File: config.mk
export PLATFORM = sky130hd
export DESIGN_NAME = alu_serial
export DESIGN_NICKNAME = d
export VERILOG_FILES = /design/src/rtl/alu_serial_pkg.sv /design/src/rtl/alu_serial_digit.sv /design/src/rtl/alu_serial.sv
export SDC_FILE = /design/constraint.sdc
export NUM_CORES = 1
export LEC_CHECK = 0
export CORE_MARGIN = 5
export CORE_UTILIZATION = 50
export DETAILED_ROUTE_END_ITERATION = 7
export GPL_TIMING_DRIVEN = 0
export PLACE_DENSITY = 0.78
export SLEW_MARGIN = 40
export SYNTH_ARGS = -nofsm -noshare
export SYNTH_HDL_FRONTEND = slang
export SYNTH_SLANG_ARGS = --single-unit
File: constraint.sdc
create_clock -name clk -period 4.6 [get_ports clk]
set_clock_uncertainty 0.2 [all_clocks]
set_input_delay 1.15 -clock clk [delete_from_list [all_inputs] [get_ports clk]]
set_output_delay 1.15 -clock clk [all_outputs]
set_load 0.1 [all_outputs]
File: src/rtl/alu_serial_pkg.sv
// Shared opcode and state encodings for the digit-serial ALU.
package alu_serial_pkg;

    localparam logic [1:0] OP_NAND = 2'b00;
    localparam logic [1:0] OP_XOR  = 2'b01;
    localparam logic [1:0] OP_ADD  = 2'b10;
    localparam logic [1:0] OP_SUB  = 2'b11;

    typedef enum logic [1:0] {
        ST_IDLE = 2'd0,
        ST_RUN  = 2'd1,
        ST_DONE = 2'd2
    } state_e;

endpackage

File: src/rtl/alu_serial_digit.sv
// One DIGIT-wide ALU slice; ripple carry for ADD/SUB, carry forced to 0 for logic ops.
module alu_digit
    import alu_serial_pkg::*;
#(
    parameter int DIGIT = 4
) (
    input  logic [DIGIT-1:0] a,
    input  logic [DIGIT-1:0] b,
    input  logic [1:0]       op,
    input  logic             cin,
    output logic [DIGIT-1:0] y,
    output logic             cout
);

    always_comb begin : ripple
        logic [DIGIT-1:0] b_eff;
        logic             c;
        b_eff = (op == OP_SUB) ? ~b : b;
        c     = cin;
        y     = '0;
        cout  = 1'b0;
        case (op)
            OP_NAND: y = ~(a & b);
            OP_XOR:  y = a ^ b;
            default: begin
                for (int i = 0; i < DIGIT; i++) begin
                    y[i] = a[i] ^ b_eff[i] ^ c;
                    c    = (a[i] & b_eff[i]) | (c & (a[i] ^ b_eff[i]));
                end
                cout = c;
            end
        endcase
    end

endmodule

File: src/rtl/alu_serial.sv
// Digit-serial ALU: accepts one operation in IDLE, processes one DIGIT slice per
// cycle in RUN, and holds the result in DONE until the consumer takes it.
module alu_serial
    import alu_serial_pkg::*;
#(
    parameter int WIDTH = 8,
    parameter int DIGIT = 4
) (
    input  logic             clk,
    input  logic             rst_n,
    input  logic             in_valid,
    output logic             in_ready,
    input  logic [WIDTH-1:0] a,
    input  logic [WIDTH-1:0] b,
    input  logic [1:0]       op,
    output logic             out_valid,
    input  logic             out_ready,
    output logic [WIDTH-1:0] y,
    output logic             c_out,
    output logic             zero
);

    localparam int NDIG = WIDTH / DIGIT;
    localparam int IDXW = (NDIG > 1) ? $clog2(NDIG) : 1;
    localparam logic [IDXW-1:0] LAST_IDX = IDXW'(NDIG - 1);

    generate
        if (WIDTH % DIGIT != 0) begin : g_bad_digit
            $error("alu_serial: WIDTH must be a multiple of DIGIT");
        end
    endgenerate

    state_e            state_q, state_d;
    logic [IDXW-1:0]   idx_q, idx_d;
    logic              carry_q, carry_d;
    logic [WIDTH-1:0]  a_q, a_d, b_q, b_d;
    logic [1:0]        op_q, op_d;
    logic [WIDTH-1:0]  y_q, y_d;
    logic              c_out_q, c_out_d;
    logic              zero_q, zero_d;

    logic [DIGIT-1:0]  a_dig, b_dig, dig_y;
    logic              dig_cout;

    assign a_dig = a_q[int'(idx_q)*DIGIT +: DIGIT];
    assign b_dig = b_q[int'(idx_q)*DIGIT +: DIGIT];

    alu_digit #(.DIGIT(DIGIT)) u_digit (
        .a    (a_dig),
        .b    (b_dig),
        .op   (op_q),
        .cin  (carry_q),
        .y    (dig_y),
        .cout (dig_cout)
    );

    always_comb begin
        state_d = state_q;
        idx_d   = idx_q;
        carry_d = carry_q;
        a_d     = a_q;
        b_d     = b_q;
        op_d    = op_q;
        y_d     = y_q;
        c_out_d = c_out_q;
        zero_d  = zero_q;
        case (state_q)
            ST_IDLE: begin
                if (in_valid) begin
                    a_d     = a;
                    b_d     = b;
                    op_d    = op;
                    idx_d   = '0;
                    carry_d = (op == OP_SUB);
                    state_d = ST_RUN;
                end
            end
            ST_RUN: begin
                y_d[int'(idx_q)*DIGIT +: DIGIT] = dig_y;
                carry_d = dig_cout;
                idx_d   = idx_q + 1'b1;
                // Flags are committed only with the final digit so they always describe a whole result.
                if (idx_q == LAST_IDX) begin
                    c_out_d = dig_cout;
                    zero_d  = (y_d == '0);
                    state_d = ST_DONE;
                end
            end
            ST_DONE: begin
                if (out_ready) state_d = ST_IDLE;
            end
            default: state_d = ST_IDLE;
        endcase
    end

    always_ff @(posedge clk) begin
        if (!rst_n) begin
            state_q <= ST_IDLE;
            idx_q   <= '0;
            carry_q <= 1'b0;
            a_q     <= '0;
            b_q     <= '0;
            op_q    <= OP_NAND;
            y_q     <= '0;
            c_out_q <= 1'b0;
            zero_q  <= 1'b0;
        end else begin
            state_q <= state_d;
            idx_q   <= idx_d;
            carry_q <= carry_d;
            a_q     <= a_d;
            b_q     <= b_d;
            op_q    <= op_d;
            y_q     <= y_d;
            c_out_q <= c_out_d;
            zero_q  <= zero_d;
        end
    end

    assign in_ready  = (state_q == ST_IDLE);
    assign out_valid = (state_q == ST_DONE);
    assign y         = y_q;
    assign c_out     = c_out_q;
    assign zero      = zero_q;

endmodule

## After elaboration in Yosys (flattened, before gate mapping)

Cells that the tools add are included.
W data, S select, Z words.

- Bits in registers: 32
- Input port bits: 22
- Word-level logic and storage cells: 68

- Add/subtract/negate cells: 2
- Equality and inequality tests: 8
- Shifts and indexed selects: 4
- Mux-type cells: 12
- Bitwise gates (word level): 24
- Reduce and logical (&&, ||, !) cells: 9

Operators by type and width:

| operator | number |
|---|---|
| $neg A3 Y33 | 1 |
| $shift A4 B33 Y8 const A | 1 |
| $shiftx A4 B33 Y8 | 1 |
| $shiftx A8 B4 Y4 | 2 |
| $and A1 B1 Y1 | 8 |
| $bwmux W8 | 1 |
| $logic_not A8 Y1 | 1 |
| $not A4 Y4 | 2 |
| $pmux W4 S2 | 1 |
| $xor A1 B1 Y1 | 8 |
| $eq A2 B2 Y1 const B | 3 |
| $mux W2 | 3 |
| $pmux W2 S3 | 1 |
| $reduce_and A2 Y1 | 3 |
| $and A4 B4 Y4 | 1 |
| $eq A2 B1 Y1 const B | 2 |
| $logic_not A2 Y1 | 2 |
| $mux W4 | 1 |
| $ne A2 B2 Y1 const B | 2 |
| $or A1 B1 Y1 | 4 |
| $pmux W1 S2 | 2 |
| $xor A4 B4 Y4 | 1 |
| $mux W1 | 3 |
| $reduce_and A3 Y1 | 1 |
| 4 further kinds | 4 |

## Longest topological paths before layout

Gate-level depths: netlist of the first run.

- Word-level depth: 15
- Gate-level depth with buffers: 12
- Mapped depth without buffers: 11

## Hierarchy

From an unflattened synthesis of the first run, not the netlist that was laid out.

- Cells, all modules: 180
- Area total of the unflattened synthesis: 1687.9 sq um

Modules (own cells, without submodules):

| module | instances | cells an instance | area an instance (sq um) | seq. area each (sq um) |
|---|---|---|---|---|
| alu_serial | 1 | 143 | 1385.1 | 640.6 |
| alu_digit | 1 | 37 | 302.8 | 0.0 |

## Worst setup path before layout of the first run

No wires, ideal clock.

- Path kind: register -> register
- Start point: register idx_q
- End point: register zero_q, in the netlist zero
- Arrival time: 2994 ps
- Required time: 4316 ps
- Slack: 1322 ps
- Stages on the path, launching flop included: 13
- Path buffers: 1
- Period minus slack after synthesis: 3278 ps
- Cell sequence: dfxtp_1 -> clkbuf_4 -> mux2_2 -> xnor2_1 -> fa_1 -> inv_1 -> fa_1 -> fa_1 -> fa_1 -> nor2b_1 -> a31oi_1 -> nand2_2 -> o31ai_2

- Cells in the longest elaborated chain, start to end: 15
- Elaborated cells between the ends (all ways): 31
- Classes of those cells: add/sub (1); shift (4); mux (3); bitwise (21); reduce/logical (2)

Ends and longest elaborated chain:

| what | RTL line | text |
|---|---|---|
| from (decl) | alu_serial.sv:34 | `logic [IDXW-1:0] idx_q, idx_d;` |
| from (signal assigned) | alu_serial.sv:109 | `idx_q <= idx_d;` |
| $shiftx A8 B4 Y4 | alu_serial.sv:46 | `assign b_dig = b_q[int'(idx_q)*DIGIT +: DIGIT];` |
| $not A4 Y4 | alu_serial_digit.sv:18 | `b_eff = (op == OP_SUB) ? ~b : b;` |
| $mux W4 | alu_serial_digit.sv:18 |  |
| $xor A1 B1 Y1 | alu_serial_digit.sv:27, alu_serial_digit.sv:28 |  |
| $and A1 B1 Y1 | alu_serial_digit.sv:28 | `c = (a[i] & b_eff[i]) \| (c & (a[i] ^ b_eff[i]));` |
| $or A1 B1 Y1 | alu_serial_digit.sv:28 |  |
| $and A1 B1 Y1 | alu_serial_digit.sv:28 |  |
| $or A1 B1 Y1 | alu_serial_digit.sv:28 |  |
| $and A1 B1 Y1 | alu_serial_digit.sv:28 |  |
| $or A1 B1 Y1 | alu_serial_digit.sv:28 |  |
| $xor A1 B1 Y1 | alu_serial_digit.sv:27 | `y[i] = a[i] ^ b_eff[i] ^ c;` |
| $pmux W4 S2 | alu_serial_digit.sv:22 | `case (op)` |
| $shiftx A4 B33 Y8 | alu_serial.sv:79 | `y_d[int'(idx_q)*DIGIT +: DIGIT] = dig_y;` |
| $bwmux W8 | alu_serial.sv:79 |  |
| $logic_not A8 Y1 | alu_serial.sv:85 | `zero_d = (y_d == '0);` |
| to (signal assigned) | alu_serial.sv:116 | `zero_q <= zero_d;` |
| to (decl) | alu_serial.sv:40 | `logic zero_q, zero_d;` |

Several ways; a longest one is shown, not always the timed one.
A chain may end at the register's enable or synchronous reset.

## Worst setup path in the final report of the first run

Ends and elaborated chain as after synthesis.

==> results of run 1 <==
-- synth_stat cells --
master / number / area share
sky130_fd_sc_hd__nand2_1: 47 / 0.11
sky130_fd_sc_hd__dfxtp_1: 32 / 0.39
sky130_fd_sc_hd__a21boi_1: 19 / 0.088
sky130_fd_sc_hd__nor2b_1: 9 / 0.035
sky130_fd_sc_hd__o211a_1: 8 / 0.049
sky130_fd_sc_hd__nand2b_1: 6 / 0.023
sky130_fd_sc_hd__inv_1: 5 / 0.012
sky130_fd_sc_hd__mux2_2: 5 / 0.035
sky130_fd_sc_hd__buf_2: 4 / 0.012
sky130_fd_sc_hd__fa_1: 4 / 0.049
sky130_fd_sc_hd__ha_1: 4 / 0.031
sky130_fd_sc_hd__mux2i_1: 4 / 0.025
sky130_fd_sc_hd__clkbuf_1: 3 / 0.0069
sky130_fd_sc_hd__nor2_1: 3 / 0.0069
sky130_fd_sc_hd__xor2_1: 3 / 0.016
sky130_fd_sc_hd__a31oi_1: 2 / 0.0077
sky130_fd_sc_hd__nand2_2: 2 / 0.0077
sky130_fd_sc_hd__o21a_1: 2 / 0.0092
sky130_fd_sc_hd__a21oi_1: 1 / 0.0031
sky130_fd_sc_hd__a31oi_2: 1 / 0.0077
sky130_fd_sc_hd__a32oi_1: 1 / 0.0054
sky130_fd_sc_hd__and2_1: 1 / 0.0039
sky130_fd_sc_hd__and2_4: 1 / 0.0054
sky130_fd_sc_hd__and2b_1: 1 / 0.0046
sky130_fd_sc_hd__buf_8: 1 / 0.0092
sky130_fd_sc_hd__clkbuf_4: 1 / 0.0046
sky130_fd_sc_hd__nand3b_1: 1 / 0.0046
sky130_fd_sc_hd__nand4_1: 1 / 0.0039
sky130_fd_sc_hd__nor2_2: 1 / 0.0039
sky130_fd_sc_hd__nor2b_2: 1 / 0.0054
sky130_fd_sc_hd__o21bai_1: 1 / 0.0046
sky130_fd_sc_hd__o31a_1: 1 / 0.0054
sky130_fd_sc_hd__o31ai_2: 1 / 0.0077
sky130_fd_sc_hd__xnor2_1: 1 / 0.0054
-- power by group --
part	total, mW	internal, mW	switching, mW
registers	0.307	0.295	0.0124
logic	0.166	0.0604	0.105
clock network	0.211	0.114	0.0971
-- stage by stage --
step	power (mW)	cells
3_5_place_dp	0.480	255
2_1_floorplan	0.432	178
6_report	0.684	263
4_1_cts	0.691	263
3_3_place_gp	0.479	255
5_1_grt	0.719	263
-- state kept, by name, indices dropped and copies added, names as in the netlist --
name	flops
a_q	8
op_q	2
zero	1
state_q	2
y	8
carry_q	1
b_q	8
idx_q	1
c_out	1
-- worst max-delay path, stage by stage, from the launching register on --
cell                       delay [ns]
sky130_fd_sc_hd__dfxtp_1         0.35
sky130_fd_sc_hd__clkbuf_4        0.23
sky130_fd_sc_hd__mux2_2          0.39
sky130_fd_sc_hd__xnor2_1         0.19
sky130_fd_sc_hd__fa_1            0.20
sky130_fd_sc_hd__inv_1           0.05
sky130_fd_sc_hd__fa_1            0.39
sky130_fd_sc_hd__fa_1            0.39
sky130_fd_sc_hd__fa_1            0.49
sky130_fd_sc_hd__nor2b_1         0.04
sky130_fd_sc_hd__a31oi_1         0.23
sky130_fd_sc_hd__nand2_2         0.11
sky130_fd_sc_hd__o31ai_2         0.23
-- routing by layer --
metal | vias to the layer above | GRT usage | share of wire
met4 | 0 | 0.0759 | 0.019
li1 | 674 | - | -
met3 | 8 | 0.0422 | 0.045
met5 | - | 0 | 0
met1 | 621 | 0.213 | 0.42
met2 | 27 | 0.326 | 0.52
-- cells by family after synthesis --
logic type	synth area share
and+or+nand+nor	0.212
AOI/OAI and AO/OA	0.188
DFF	0.394
buffers and inverters	0.0446
muxes	0.0593
adders and majority gates	0.0801
xor gates and xnor gates	0.0216
-- final timing paths --
| path | slack [ns] | start | end |
|---|---|---|---|
| setup / recovery | 1.03 | idx_q | zero |
| hold / removal | 0.26 | a_q[0] | a_q[0] |
| setup reg to reg | 1.03 | idx_q | zero |
| hold reg to reg | 0.26 | a_q[0] | a_q[0] |
-- final cells by class --
class | instances | area [µm²]
well taps | 44 | 55.1
repair buffers | 33 | 270
plain buffers | 9 | 53.8
inverters | 5 | 18.8
fillers | 294 | 1050
flip-flops and latches | 32 | 641
multi-input cells | 132 | 912
clock inverters | 2 | 35.0
clock buffers | 6 | 41.3
==> results.md, run 1 <==
Setup path:
- The worst register-to-register path has a depth of 12.
- The worst endpoint required time is approximately 4.7 ns.
- The sort of element at the end of the critical path is a flip-flop.
- The worst setup path is launched from a flip-flop.
- The maximum fanout along the worst path is 10.
- The worst endpoint data arrival time is roughly 3.6 ns.
- By startpoint and endpoint, the worst setup path is classified as reg -> reg.

CTS:
- Post-CTS timing repair inserted 0 buffers for setup.
- TritonCTS built the clock tree.
- Clock latency on the worst-skew pair, taken at its later pin, is 0.34 ns.
- The clock passes through at most 2 buffers.
- The cell sitting at the root of the clock tree is a sky130_fd_sc_hd__clkbuf_4.
- The clock-pin slew on the worst setup and hold paths is 0.10 ns.
- CTS saw 32 sinks.
- In this run, CTS created clock tree buffers numbering 5.
- The deepest level of the CTS H-tree is 2.
- Hold repair after CTS inserted 0 buffers.
- The post-cts repair resize count is 0.

Timing:
- The final total negative setup slack is 0 ns.
- Dividing the final minimum period by the clock period gives 0.777.
- The worst slew slack as a fraction of its limit is 0.677.
- Across all hold checks on the routed design, the worst slack comes to between 0.2 and 0.3 ns.
- The final max-slew violation count was 0.
- The final setup violation count is 0.
- The worst path meets setup with ~1 ns of slack.
- Setup repair after global routing left no endpoint under its margin.
- The worst-margin pin slew is slightly below 0.5 ns.
- The routed design could run at a clock period as short as approximately 3.6 ns.
- The number of hold violations in the final report was 0.
- The maximum operating frequency is about 280 MHz.

Placed design:
- At the end of routability-driven placement, the weighted congestion stood at ~0.80.
- The post-DP HPWL is 2780 µm.
- The placement-stage worst setup slack is between 1 and 1.5 ns.
- Once placement finished, the instance area stood at 1950 µm².
- The count of buffers added on input and output ports is 33.

Hold path:
- Counting instances, the worst hold path has a depth of 2.
- The worst hold path belongs to the class reg -> reg.

Floorplanning:
- The core region is 3080 µm².
- The width of the die is 67.0 µm.
- The effective utilization at floorplan is 0.528.
- 34 I/O pins were placed.
- The floorplan step defined a die boundary enclosing approximately 4500 µm².
- The count of standard-cell rows is 20.
- From bottom edge to top edge, the die measures 67.0 µm.

Global routing:
- Entering global routing, the biggest net connects 11 pins.
- In the global route stage, overall resource usage came out at 0.186.
- The total global routing overflow is 0.
- The via count of the first global-routing pass is 1,386.
- The number of antenna violations at the first check in global routing is 0.
- The first global-routing pass estimated a little over 6000 µm of wire.

Layout:
- The top cell types in the final layout, fill and taps aside, are sky130_fd_sc_hd__nand2_1 (47), sky130_fd_sc_hd__dfxtp_1 (32), sky130_fd_sc_hd__clkdlybuf4s50_1 (21).
- The core occupancy in the finished layout is 0.659.
- The most frequent standard cell in the layout excluding fill and tap cells is sky130_fd_sc_hd__nand2_1.
- The count of antenna diodes in the layout is 0.
- The share of final-layout standard cells stronger than drive strength 1 is 0.169.
- After routing the design area is between 2000 and 2500 µm².
- The synthesis-to-finish area growth is 24.7%.
- After the last flow step, the layout net total stands at between 200 and 250.

Power and ir drop:
- IR analysis of the VDD net gives a maximum drop of about 0.19 mV.
- In this run the power density over the cells is approximately 340 nW/µm².
- The leakage component of the power is approximately 0.9 nW.

Drt:
- The violation count after the first detailed-routing iteration is between 70 and 80.
- Dividing the detail-routed wire length by the instance count gives roughly 14 µm.
- For this run, design rule violations remaining after detail routing come to 0.
- The ratio of routed vias to standard cells is ~5.1.
- The final wirelength is about 3700 µm.
- The number of iterations in the first detailed-routing pass is 4.
- The routed layout has roughly 1,300 vias.
- The count of nets left with antenna violations once routing finished came out at 0.

Synthesis:
- The portion of the post-synthesis area used by sequential elements is 0.394.
- The cell area that synthesis handed to floorplanning was between 1500 and 2000 µm².
- The Yosys step of the flow raised 0 warnings.
- The average footprint of a synthesized cell is roughly 9 µm².
- The synthesized instance count is around 180.
- The count of state elements after synthesis is 32.
- The synthesized netlist contains 34 unique library cells.
- When the netlist entered floorplanning its net count stood at approximately 210.

Run status:
- The run finished with clean final reports.

Flow run:
- The number of max-capacitance violations reported is 0.
(Power assumes the default switching activity.)
==> inputs of run 2 (changes only) <==
clock period = 3.4 ns   (was 4.6 ns; I/O delays follow)
==> run 2 against run 1 <==
  * Utilization rose by 1.6 points
  * Via count rose by 2.6%
  * Setup slack got worse by 0.87 ns
  * Routed wire length rose by 4.4%
  * Flip-flop and latch count did not move
  * Critical path depth did not move
  * Combinational power rose by 42%
  * Highest routed layer unchanged
  * First-iteration DRC count fell by 12%
  * Clock power rose by 38%
  * Critical path type unchanged
  * Count of clock-buffer cells in the layout did not move
  * Sequential power rose by 36%
  * Sequential share of layout area fell by 0.64 points
  * Critical endpoint unchanged
==> results.md, run 2 (synthesized netlist as in run 1, its figures left out) <==
Drt:
- Wire segments on met3 add up to between 150 and 200 µm in the final route.
- After detailed routing, the met2 layer carries between 1500 and 2000 µm of wire.
- The total routed wire length on the met1 layer is 1630 µm.
- The detail route stage leaves a number of antenna-violating nets equal to 0.
- The highest metal layer used by the detailed router is met4.
- Across all layers, the routed design uses between 1,000 and 1,500 vias.
- The number of iterations in the first detailed-routing pass is 4.
- The number of remaining DRC errors is 0.
- The final routed wire length divided by cell count is roughly 14 µm.
- The ratio of routed vias to standard cells is between 5 and 6.
- Wires add up to between 3000 and 4000 µm.
- The violation count after the first detailed-routing iteration is 65.

Timing:
- Measured against its own limit, the worst slew margin works out to 0.677.
- For the final routed database, the setup TNS stands at 0 ns.
- At the pin with the least slew margin, the transition time is around 0.49 ns.
- The final setup violation count is 0.
- Setup repair after global routing left no endpoint under its margin.
- Timing would allow up to approximately 310 MHz.
- The number of hold violations in the final report is 0.
- The final period utilization is 0.954.
- Subtracting the final worst setup slack from the clock period gives between 3 and 4 ns.
- The final max-slew violation count is 0.

CTS:
- Clock tree synthesis found a total of 32 sinks.
- The later pin in the worst-skew pair is clocked with a latency of around 0.35 ns.
- The root buffer cell chosen for the clock tree is sky130_fd_sc_hd__clkbuf_4.
- The buffer levels on the longest clock path is 2.
- CTS built an H-tree with a depth of 2.
- The CTS tree is yes.
- Clock-pin slew was measured on the worst setup and hold paths at approximately 0.10 ns.
- The number of clock buffers added by TritonCTS is 5.
- The total of hold buffers inserted after clock tree synthesis is 0.

Floorplanning:
- The count of standard-cell rows is 20.
- The die footprint is between 4000 and 5000 µm².
- The effective utilization at floorplan is 0.528.
- The placeable core region is roughly 3100 µm².
- Pin placement for this block handled 34 I/O pins.
- The width of the die is 67.0 µm.
- The die is about 67 µm tall.

Run status:
- The flow ran to the end, and the final reports show no timing, DRC or antenna violations.

Placed design:
- Including well taps, the total number of placed cells is 255.
- The number of buffers inserted by port buffering is 33.
- The congestion estimate from routability-driven global placement came to 0.796.
- Once detailed placement completed, the half-perimeter wirelength came to between 2000 and 3000 µm.
- In this run the cell area measured after placement is ~2000 µm².

Layout:
- The area of all placed cells without fillers is just over 2000 µm².
- The number of antenna diodes in the final layout is 0.
- The most frequent standard cell in the layout excluding fill and tap cells is sky130_fd_sc_hd__nand2_1.
- The library cells used most frequently in the layout, excluding fill and tap cells, are sky130_fd_sc_hd__nand2_1 (47), sky130_fd_sc_hd__dfxtp_1 (30), sky130_fd_sc_hd__clkdlybuf4s50_1 (21).
- The post-layout net count is 251.
- The count of cells in the finished layout, fillers not included, comes to 266.
- In the final layout, the share of cells above drive strength 1 is 0.207.
- The synthesis-to-finish area growth is 27.8%.

Hold path:
- The path class of the tightest hold or removal check is reg -> reg.

Global routing:
- The total global routing overflow is 0.
- The maximum number of pins on one net before global-route repair is 11.
- The first global-routing pass estimated approximately 6300 µm of wire.
- The via count of the first global-routing pass was roughly 1,400.
- In the global route stage, overall resource usage came out at 0.190.
- The number of antenna violations at the first check in global routing is 0.

Setup path:
- Along the worst path, the maximum fanout reaches 2.
- Data on the critical path is required at its endpoint by 3.46 ns.
- The worst setup path is captured at a flip-flop.
- The worst setup path is launched from a flip-flop.
- The type of the worst setup path is reg -> reg.
- STA puts the critical path data arrival time at about 3.3 ns.

Power and ir drop:
- VDD sags by at most 0.258 mV.
- The leakage component of the power is a little over 0.9 nW.
- Power spread over the standard cell area amounts to between 400 and 500 nW/µm².

Flow run:
- The tool flagged a number of max-cap violations equal to 0.
==> run 2: cell types whose count changed in the layout (fill, tap and decap cells not counted), moves of 2 or more <==
cell                      before  now
sky130_fd_sc_hd__buf_4         0    3
sky130_fd_sc_hd__dfxtp_1      32   30
sky130_fd_sc_hd__dfxtp_2       0    2
sky130_fd_sc_hd__fa_1          4    2
sky130_fd_sc_hd__fa_2          0    2
==> run 2: final cells by class <==
type / instances / area [µm²]
Fill cell: 285 / 1000
Multi-Input combinational cell: 132 / 931
Sequential cell: 32 / 643
Timing Repair Buffer: 36 / 293
Buffer: 9 / 60.1
Tap cell: 44 / 55.1
Clock buffer: 6 / 41.3
Clock inverter: 2 / 35.0
Inverter: 5 / 18.8
==> run 2: report_power, final <==
part	internal (mW)	total [mW]	switching, mW
logic	0.0886	0.235	0.146
registers	0.399	0.416	0.0171
clock network	0.154	0.291	0.137
total	0.642	0.942	0.300
==> run 2: path summary, 6_finish.rpt <==
kind	from	to	slack, ns	cells after the start
worst max-delay path	idx_q	zero	0.16	12
worst min-delay path	a_q[0]	a_q[0]	0.26	2
worst max register to register	idx_q	zero	0.16	12
worst min register to register	a_q[0]	a_q[0]	0.26	2
==> run 2: worst max-delay path, stage by stage (launching register included) <==
cell and delay, ns:
sky130_fd_sc_hd__dfxtp_2 0.35, sky130_fd_sc_hd__clkbuf_8 0.13, sky130_fd_sc_hd__mux2_2 0.37, sky130_fd_sc_hd__xnor2_2 0.14, sky130_fd_sc_hd__fa_1 0.19, sky130_fd_sc_hd__inv_1 0.05
sky130_fd_sc_hd__fa_2 0.34, sky130_fd_sc_hd__fa_2 0.34, sky130_fd_sc_hd__fa_1 0.48, sky130_fd_sc_hd__nor2b_1 0.05, sky130_fd_sc_hd__a31oi_2 0.19, sky130_fd_sc_hd__nand2_2 0.10
sky130_fd_sc_hd__o31ai_2 0.23
==> run 2: timing repair <==
item                       CTS  global route
hold endpoints to repair     0             0
gates resized for setup      4             3
setup endpoints to repair    3             3
setup buffers                2             1
==> run 2: metrics by stage <==
step                      setup WS (ns)   util  hold slack, ns  total power [mW]
after detailed placement         -0.171  0.634           0.244             0.649
after floorplan                   0.122      -           0.232             0.584
after global routing             0.0488  0.675           0.283             0.983
final                             0.155  0.675           0.260             0.942
after CTS                        0.0310  0.669           0.260             0.941
after global placement          -0.0709  0.653           0.238             0.648
==> run 2: routing by layer <==
metal | up-vias | GRT usage
li1 | 679 | -
met1 | 646 | 0.222
met2 | 32 | 0.333
met3 | 8 | 0.0422
met4 | 0 | 0.0759
met5 | - | 0
